File: config.mk
export PLATFORM = sky130hd
export DESIGN_NAME = wb_uart_fifo
export DESIGN_NICKNAME = d
export VERILOG_FILES = /design/src/rtl/wb_uart_fifo.sv
export SDC_FILE = /design/constraint.sdc
export NUM_CORES = 1
export LEC_CHECK = 0
export ABC_AREA = 1
export CAP_MARGIN = 20
export CORE_MARGIN = 10
export CORE_UTILIZATION = 54
export CTS_BUF_LIST = sky130_fd_sc_hd__clkbuf_4 sky130_fd_sc_hd__clkbuf_8
export DETAILED_ROUTE_END_ITERATION = 8
export MAX_ROUTING_LAYER = met4
export PLACE_DENSITY = 0.84
export SLEW_MARGIN = 20
export SYNTH_ARGS = -nofsm -noshare
export SYNTH_HDL_FRONTEND = slang
export SYNTH_SLANG_ARGS = --single-unit
File: constraint.sdc
create_clock -name wb_clk_i -period 3.2 [get_ports wb_clk_i]
set_input_delay 0.64 -clock wb_clk_i [delete_from_list [all_inputs] [get_ports wb_clk_i]]
set_output_delay 0.64 -clock wb_clk_i [all_outputs]
set_load 0.01 [all_outputs]
File: src/rtl/wb_uart_fifo.sv
// Wishbone-attached 8N1 UART with RX/TX byte FIFOs.
// Registers: DATA, STATUS, DIVISOR and a reserved zero register.
module wb_uart_fifo #(
  parameter int DEFAULT_DIVISOR = 8,
  parameter int FIFO_DEPTH_LOG2 = 4
) (
  input  logic        wb_clk_i,
  input  logic        wb_rst_i,
  input  logic        wb_cyc_i,
  input  logic        wb_stb_i,
  input  logic        wb_we_i,
  input  logic [1:0]  wb_adr_i,
  input  logic [31:0] wb_dat_i,
  output logic [31:0] wb_dat_o,
  output logic        wb_ack_o,
  output logic        wb_stall_o,
  input  logic        uart_rx,
  output logic        uart_tx
);

  localparam int AW = FIFO_DEPTH_LOG2;
  localparam int DEPTH = 1 << AW;
  localparam logic [AW:0] FULL_CNT = (AW+1)'(DEPTH);

  typedef enum logic [1:0] {
    TX_IDLE, TX_START, TX_DATA, TX_STOP
  } tx_state_t;

  typedef enum logic [2:0] {
    RX_IDLE, RX_START, RX_DATA, RX_STOP, RX_WAIT
  } rx_state_t;

  logic acc, data_wr, data_rd, stat_wr, div_wr;
  logic unused_dat;
  logic [15:0] divisor;
  logic ovr, fe, txo;
  logic [31:0] rdata;

  logic [7:0]    tx_mem [DEPTH];
  logic [AW-1:0] tx_wp, tx_rp;
  logic [AW:0]   tx_cnt;
  logic tx_empty, tx_full, tx_push, tx_pop;

  logic [7:0]    rx_mem [DEPTH];
  logic [AW-1:0] rx_wp, rx_rp;
  logic [AW:0]   rx_cnt;
  logic rx_empty, rx_full, rx_push, rx_pop;

  tx_state_t tx_q, tx_d;
  logic [15:0] tx_tick, tx_div;
  logic [2:0]  tx_bit;
  logic [7:0]  tx_sh;
  logic tx_end, tx_idle;

  rx_state_t rx_q, rx_d;
  logic rx_s1, rx_s2, rx_prev;
  logic [15:0] rx_tick, rx_div;
  logic [2:0]  rx_bit;
  logic [7:0]  rx_sh;
  logic rx_mid, rx_end, rx_start, rx_done, fe_set;

  assign acc     = wb_cyc_i & wb_stb_i;
  assign data_wr = acc & wb_we_i & (wb_adr_i == 2'd0);
  assign data_rd = acc & ~wb_we_i & (wb_adr_i == 2'd0);
  assign stat_wr = acc & wb_we_i & (wb_adr_i == 2'd1);
  assign div_wr  = acc & wb_we_i & (wb_adr_i == 2'd2);
  assign unused_dat = ^wb_dat_i[31:16];
  assign wb_stall_o = 1'b0;

  // ---------------- TX FIFO
  assign tx_empty = (tx_cnt == '0);
  assign tx_full  = (tx_cnt == FULL_CNT);
  assign tx_push  = data_wr & (~tx_full | tx_pop);

  always_ff @(posedge wb_clk_i) begin
    if (tx_push) tx_mem[tx_wp] <= wb_dat_i[7:0];
  end

  always_ff @(posedge wb_clk_i) begin
    if (wb_rst_i) begin
      tx_wp  <= '0;
      tx_rp  <= '0;
      tx_cnt <= '0;
    end else begin
      if (tx_push) tx_wp <= tx_wp + 1'b1;
      if (tx_pop)  tx_rp <= tx_rp + 1'b1;
      case ({tx_push, tx_pop})
        2'b10:   tx_cnt <= tx_cnt + 1'b1;
        2'b01:   tx_cnt <= tx_cnt - 1'b1;
        default: tx_cnt <= tx_cnt;
      endcase
    end
  end

  // ---------------- RX FIFO
  assign rx_empty = (rx_cnt == '0);
  assign rx_full  = (rx_cnt == FULL_CNT);
  assign rx_pop   = data_rd & ~rx_empty;
  assign rx_push  = rx_done & (~rx_full | rx_pop);

  always_ff @(posedge wb_clk_i) begin
    if (rx_push) rx_mem[rx_wp] <= rx_sh;
  end

  always_ff @(posedge wb_clk_i) begin
    if (wb_rst_i) begin
      rx_wp  <= '0;
      rx_rp  <= '0;
      rx_cnt <= '0;
    end else begin
      if (rx_push) rx_wp <= rx_wp + 1'b1;
      if (rx_pop)  rx_rp <= rx_rp + 1'b1;
      case ({rx_push, rx_pop})
        2'b10:   rx_cnt <= rx_cnt + 1'b1;
        2'b01:   rx_cnt <= rx_cnt - 1'b1;
        default: rx_cnt <= rx_cnt;
      endcase
    end
  end

  // ---------------- TX FSM
  assign tx_end  = (tx_tick == tx_div - 16'd1);
  assign tx_idle = tx_empty & (tx_q == TX_IDLE);

  always_comb begin
    tx_d    = tx_q;
    tx_pop  = 1'b0;
    uart_tx = 1'b1;
    unique case (tx_q)
      TX_IDLE: begin
        if (!tx_empty) begin
          tx_pop = 1'b1;
          tx_d   = TX_START;
        end
      end
      TX_START: begin
        uart_tx = 1'b0;
        if (tx_end) tx_d = TX_DATA;
      end
      TX_DATA: begin
        uart_tx = tx_sh[0];
        if (tx_end && tx_bit == 3'd7) tx_d = TX_STOP;
      end
      TX_STOP: begin
        if (tx_end) begin
          tx_pop = ~tx_empty;
          tx_d   = tx_empty ? TX_IDLE : TX_START;
        end
      end
      default: tx_d = TX_IDLE;
    endcase
  end

  always_ff @(posedge wb_clk_i) begin
    if (wb_rst_i) begin
      tx_q    <= TX_IDLE;
      tx_tick <= '0;
      tx_div  <= 16'(DEFAULT_DIVISOR);
      tx_bit  <= '0;
      tx_sh   <= '0;
    end else begin
      tx_q <= tx_d;
      if (tx_pop) begin
        tx_sh   <= tx_mem[tx_rp];
        tx_div  <= divisor;
        tx_tick <= '0;
        tx_bit  <= '0;
      end else if (tx_q != TX_IDLE) begin
        if (tx_end) begin
          tx_tick <= '0;
          if (tx_q == TX_DATA) begin
            tx_sh  <= tx_sh >> 1;
            tx_bit <= tx_bit + 3'd1;
          end
        end else begin
          tx_tick <= tx_tick + 16'd1;
        end
      end
    end
  end

  // ---------------- RX FSM
  assign rx_mid = (rx_tick == (rx_div >> 1) - 16'd1);
  assign rx_end = (rx_tick == rx_div - 16'd1);

  always_comb begin
    rx_d     = rx_q;
    rx_start = 1'b0;
    rx_done  = 1'b0;
    fe_set   = 1'b0;
    unique case (rx_q)
      RX_IDLE: begin
        if (rx_prev && !rx_s2) begin
          rx_start = 1'b1;
          rx_d     = RX_START;
        end
      end
      RX_START: begin
        if (rx_mid) rx_d = rx_s2 ? RX_IDLE : RX_DATA;
      end
      RX_DATA: begin
        if (rx_end && rx_bit == 3'd7) rx_d = RX_STOP;
      end
      RX_STOP: begin
        if (rx_end) begin
          rx_done = rx_s2;
          fe_set  = ~rx_s2;
          rx_d    = rx_s2 ? RX_IDLE : RX_WAIT;
        end
      end
      RX_WAIT: begin
        if (rx_s2) rx_d = RX_IDLE;
      end
      default: rx_d = RX_IDLE;
    endcase
  end

  always_ff @(posedge wb_clk_i) begin
    if (wb_rst_i) begin
      rx_q    <= RX_IDLE;
      rx_s1   <= 1'b1;
      rx_s2   <= 1'b1;
      rx_prev <= 1'b1;
      rx_tick <= '0;
      rx_div  <= 16'(DEFAULT_DIVISOR);
      rx_bit  <= '0;
      rx_sh   <= '0;
    end else begin
      rx_q    <= rx_d;
      rx_s1   <= uart_rx;
      rx_s2   <= rx_s1;
      rx_prev <= rx_s2;
      if (rx_start) begin
        rx_div  <= divisor;
        rx_tick <= '0;
      end else if (rx_q == RX_START && rx_mid) begin
        rx_tick <= '0;
        rx_bit  <= '0;
      end else if ((rx_q == RX_DATA || rx_q == RX_STOP) && rx_end) begin
        rx_tick <= '0;
        if (rx_q == RX_DATA) begin
          rx_sh  <= {rx_s2, rx_sh[7:1]};
          rx_bit <= rx_bit + 3'd1;
        end
      end else begin
        rx_tick <= rx_tick + 16'd1;
      end
    end
  end

  // ---------------- registers and bus
  always_ff @(posedge wb_clk_i) begin
    if (wb_rst_i) begin
      divisor <= 16'(DEFAULT_DIVISOR);
      ovr     <= 1'b0;
      fe      <= 1'b0;
      txo     <= 1'b0;
    end else begin
      if (div_wr)
        divisor <= (wb_dat_i[15:0] < 16'd4) ? 16'd4 : wb_dat_i[15:0];
      // a new event wins over a clear in the same cycle
      if (rx_done && rx_full && !rx_pop) ovr <= 1'b1;
      else if (stat_wr && wb_dat_i[3])   ovr <= 1'b0;
      if (fe_set)                      fe <= 1'b1;
      else if (stat_wr && wb_dat_i[4]) fe <= 1'b0;
      if (data_wr && tx_full && !tx_pop) txo <= 1'b1;
      else if (stat_wr && wb_dat_i[5])   txo <= 1'b0;
    end
  end

  always_comb begin
    rdata = '0;
    unique case (wb_adr_i)
      2'd0: if (!rx_empty) rdata[7:0] = rx_mem[rx_rp];
      2'd1: rdata[5:0] = {txo, fe, ovr, tx_idle, tx_full, ~rx_empty};
      2'd2: rdata[15:0] = divisor;
      default: rdata = '0;
    endcase
  end

  always_ff @(posedge wb_clk_i) begin
    if (wb_rst_i) begin
      wb_ack_o <= 1'b0;
      wb_dat_o <= '0;
    end else begin
      wb_ack_o <= acc;
      wb_dat_o <= (acc && !wb_we_i) ? rdata : '0;
    end
  end

endmodule
==> impl_results.md <==
- Stages on the worst setup path: 16
- Total power: roughly 15 mW
- Clock sink count: 420
- Layout cell share with drive strength beyond 1: between 10% and 20%
- Row count: 68
- Mapped cell area: around 19000 µm²
- Root Driver: clkbuf_8
- # DRC: 0
- Slew HR: between 40% and 50%
- Top_reg_cell synth: edfxtp_1
- Initial core utilization: between 50% and 60%
- Wire length per cell: 18.0 µm
- P_int: just under 10 mW
- CP max FO: 8
- Worst-margin pin slew: around 0.85 ns
- Die Y: approximately 210 µm
- Status: complete, no violations
- Routed WL: around 47 mm
- Tmin final: 3.13 ns
- Detailed Place HPWL: approximately 31 mm
- # setup viols final: 0
- H-tree Lvls: 3
- FF+latch count, synth: 420
- Remaining Overflow, GRT: 0
- Asr flop ratio synth: 0%
- Critical path class: flop to flop
- Sw Ratio: around 32%
- Diode count: 0
- Gpl congestion: between 0.9 and 1
- Net switching power: around 4.7 mW
- Cell taking the most area after synthesis: edfxtp_1
- Largest cells by area after synthesis: edfxtp_1 41%, dfxtp_1 17%, o21ai_0 5.2%
- Critical Path Start Type: flop
- Peak Freq: approximately 320 MHz
- Synth-to-layout area growth: 16.7%
- Post-synthesis sequential area ratio: between 50% and 60%
- Crit-path max cell delay: ~0.37 ns
- Cells after Synth: around 2000
- Max-cap violations: 0
- CTS tree: done
- Port bufs: a little over 40
- Min-Delay Path Class: flop to flop
- CP Cell Sequence: inv_2 > ha_4 > nand2_4 > nor2_4 > buf_4 > nand2_1 > buf_4 > o21ai_0 > a211oi_1 > nand3_1 > nor2_1 > nand3b_1 > nor3_4 > nand2_2 > nor2_1 > buf_6
- Req. time, crit path: between 3 and 4 ns
- Clock Latency Late Sink: 0.60 ns
- Worst-path clk slew: about 0.06 ns
- Top-Level Pins: between 70 and 80
- RSZ-0062 raised after global routing: yes
- Critical Path AT: between 3 and 4 ns
- Setup WS pre-CTS: -0.125 ns
- First-pass GRT wire length: ~74 mm
- TritonRoute pass-1 iters: 6
- Worst Skew: 0.0387 ns
- Pin count of the biggest net entering global routing: between 60 and 70
- Final nets: between 2000 and 2500
- VDD IR-drop max: ~0.37 mV
- Dominant cell by count in the synthesized netlist: nor2_1
- Initial DRC count: ~1600
- Final Util: 63.9%
- Worst reg-to-reg path cell count: 16
- Die width: roughly 210 µm
- All-layer global routing usage: a little over a fifth
- Netlist cell types: 52
- Yosys top cell area share: about two fifths
- CP top delay family: simple AND/OR/NAND/NOR gates
- Routed via count: 14814
- Critical Path Sink Type: flop
- WP buf/inv: 4
- Clock power share: between 30% and 40%
- Antenna violations before repair: 0
- Maximum root-to-sink buffer count: 3
- Final setup TNS: 0 ns
- Final setup margin: between 0.07 and 0.08 ns
- Power Dens Cells: 657 nW/µm²
- Max Slew Vio Count: 0
- Die area: between 40000 and 50000 µm²
- Hold Crit Depth: 1
- P_leak: ~8.6 nW
- Post-route antenna net violation count: 0
- Post-synth top cells: 259 x nor2_1, 256 x edfxtp_1, 227 x nand2_1, 195 x o21ai_0, 190 x inv_1
- Fillers: about 2600
- Placed insts: 2484
- Slowest-stage cell, CP: dfxtp_2
- Layout Cells excl Fill: ~2600
- Drt via density: roughly 5.7
- Tcrit/Tclk final: between 90% and 100%
- Sequential share of power: 43.2%
- EDFF count, synth: around 260
- Core area: 34500 µm²
- Vias in the first global route: roughly 14000
- Final Hold Fails: 0
- Cts bufs inserted: 67
- Syn_area_per_cell: slightly below 10 µm²
- Comb power frac: between 20% and 30%
- Syn. warnings: 0
-- area by class of cell --
class / count / area [µm²] / area share, %
inverters: 198 / 751 / 3.40
well taps: 455 / 569 / 2.58
repair buffers: 148 / 1250 / 5.68
clock buffers: 104 / 1270 / 5.78
clock inverters: 15 / 120 / 0.545
multi-input cells: 1267 / 7100 / 32.2
flip-flops and latches: 420 / 11000 / 49.8
-- cells in the final DEF (no fill, tap or decap), drive strengths merged, types with 12 or more instances in the layout --
cell             n
conb            17
mux2i           32
buf            108
nor3            33
xor2            52
o21ai          203
clkdlybuf4s50   40
nor2           275
nand2          238
clkinv          13
edfxtp         256
o221ai          12
inv            196
a211oi          14
o211ai          35
ha              28
nor4            12
o22ai           26
nor3b           12
or2             15
nand4           24
nand3           57
a21oi          137
dfxtp          164
clkbuf         104
xnor2           20
-- worst register-to-register path: stages (launching register included) --
cell,delay (ns)
dfxtp_2,0.37
inv_2,0.06
ha_4,0.18
nand2_4,0.11
nor2_4,0.04
buf_4,0.13
nand2_1,0.10
buf_4,0.12
o21ai_0,0.07
a211oi_1,0.23
nand3_1,0.11
nor2_1,0.10
nand3b_1,0.17
nor3_4,0.37
nand2_2,0.15
nor2_1,0.26
buf_6,0.21
-- sequential cells by signal, summed over array words and instances (netlist names), 8 cells and up, named ones only --
register,count
rx_sh,8
rx_tick,16
tx_tick,16
divisor,16
rx_mem,128
tx_sh,8
tx_div,16
wb_dat_o,16
rx_div,16
tx_mem,128
-- layer usage --
| metal | GRT usage (%) | routed length [µm] |
|---|---|---|
| met3 | 3.55 | 3720 |
| met1 | 25.2 | 18300 |
| met5 | - | 0 |
| met2 | 36.0 | 23200 |
| met4 | 9.33 | 1730 |
-- worst paths after layout --
path | startpoint | to | slack (ns)
worst min register to register | rx_s1 | rx_s2 | 0.42
worst max register to register | rx_div[2] | rx_mem[7][5] | 0.07
worst max-delay path | rx_div[2] | rx_mem[7][5] | 0.07
worst min-delay path | rx_s1 | rx_s2 | 0.42
-- metrics by stage --
stage / hold slack [ns] / area (µm²)
after global routing: 0.430 / 22100
final: 0.417 / 22100
after global placement: 0.393 / 20400
after CTS: 0.421 / 21800
after detailed placement: 0.407 / 20400
after floorplan: 0.389 / 19000
-- cell families after synthesis --
family / after synthesis / synth area share, %
XOR/XNOR: 72 / 3.34
AO/OA/AOI/OAI: 440 / 13.0
adder cells (fa/ha/maj): 29 / 1.96
AND/OR/NAND/NOR: 676 / 15.8
other: 1 / 0.0198
multiplexers: 33 / 1.75
flip-flops: 420 / 58.0
buffers and inverters: 283 / 6.01
-- power groups by stage --
stage / combinational (mW) / clock [mW] / sequential, mW
after global routing: 3.92 / 5.00 / 6.30
after floorplan: 2.57 / 0 / 6.20
after CTS: 3.36 / 4.76 / 6.25
after global placement: 3.20 / 0 / 6.35
after detailed placement: 3.32 / 0 / 6.36
final: 3.53 / 4.71 / 6.27
-- what timing repair did --
action | in CTS | in global routing
setup endpoints to repair | 1 | 256
hold endpoints to repair | 0 | 0
pin swaps | 3 | 12
buffers inserted | 0 | 4
hold buffers | 0 | 0
gates resized for setup | 15 | 58
gates cloned | 0 | 0
(Power assumes the default switching activity.)
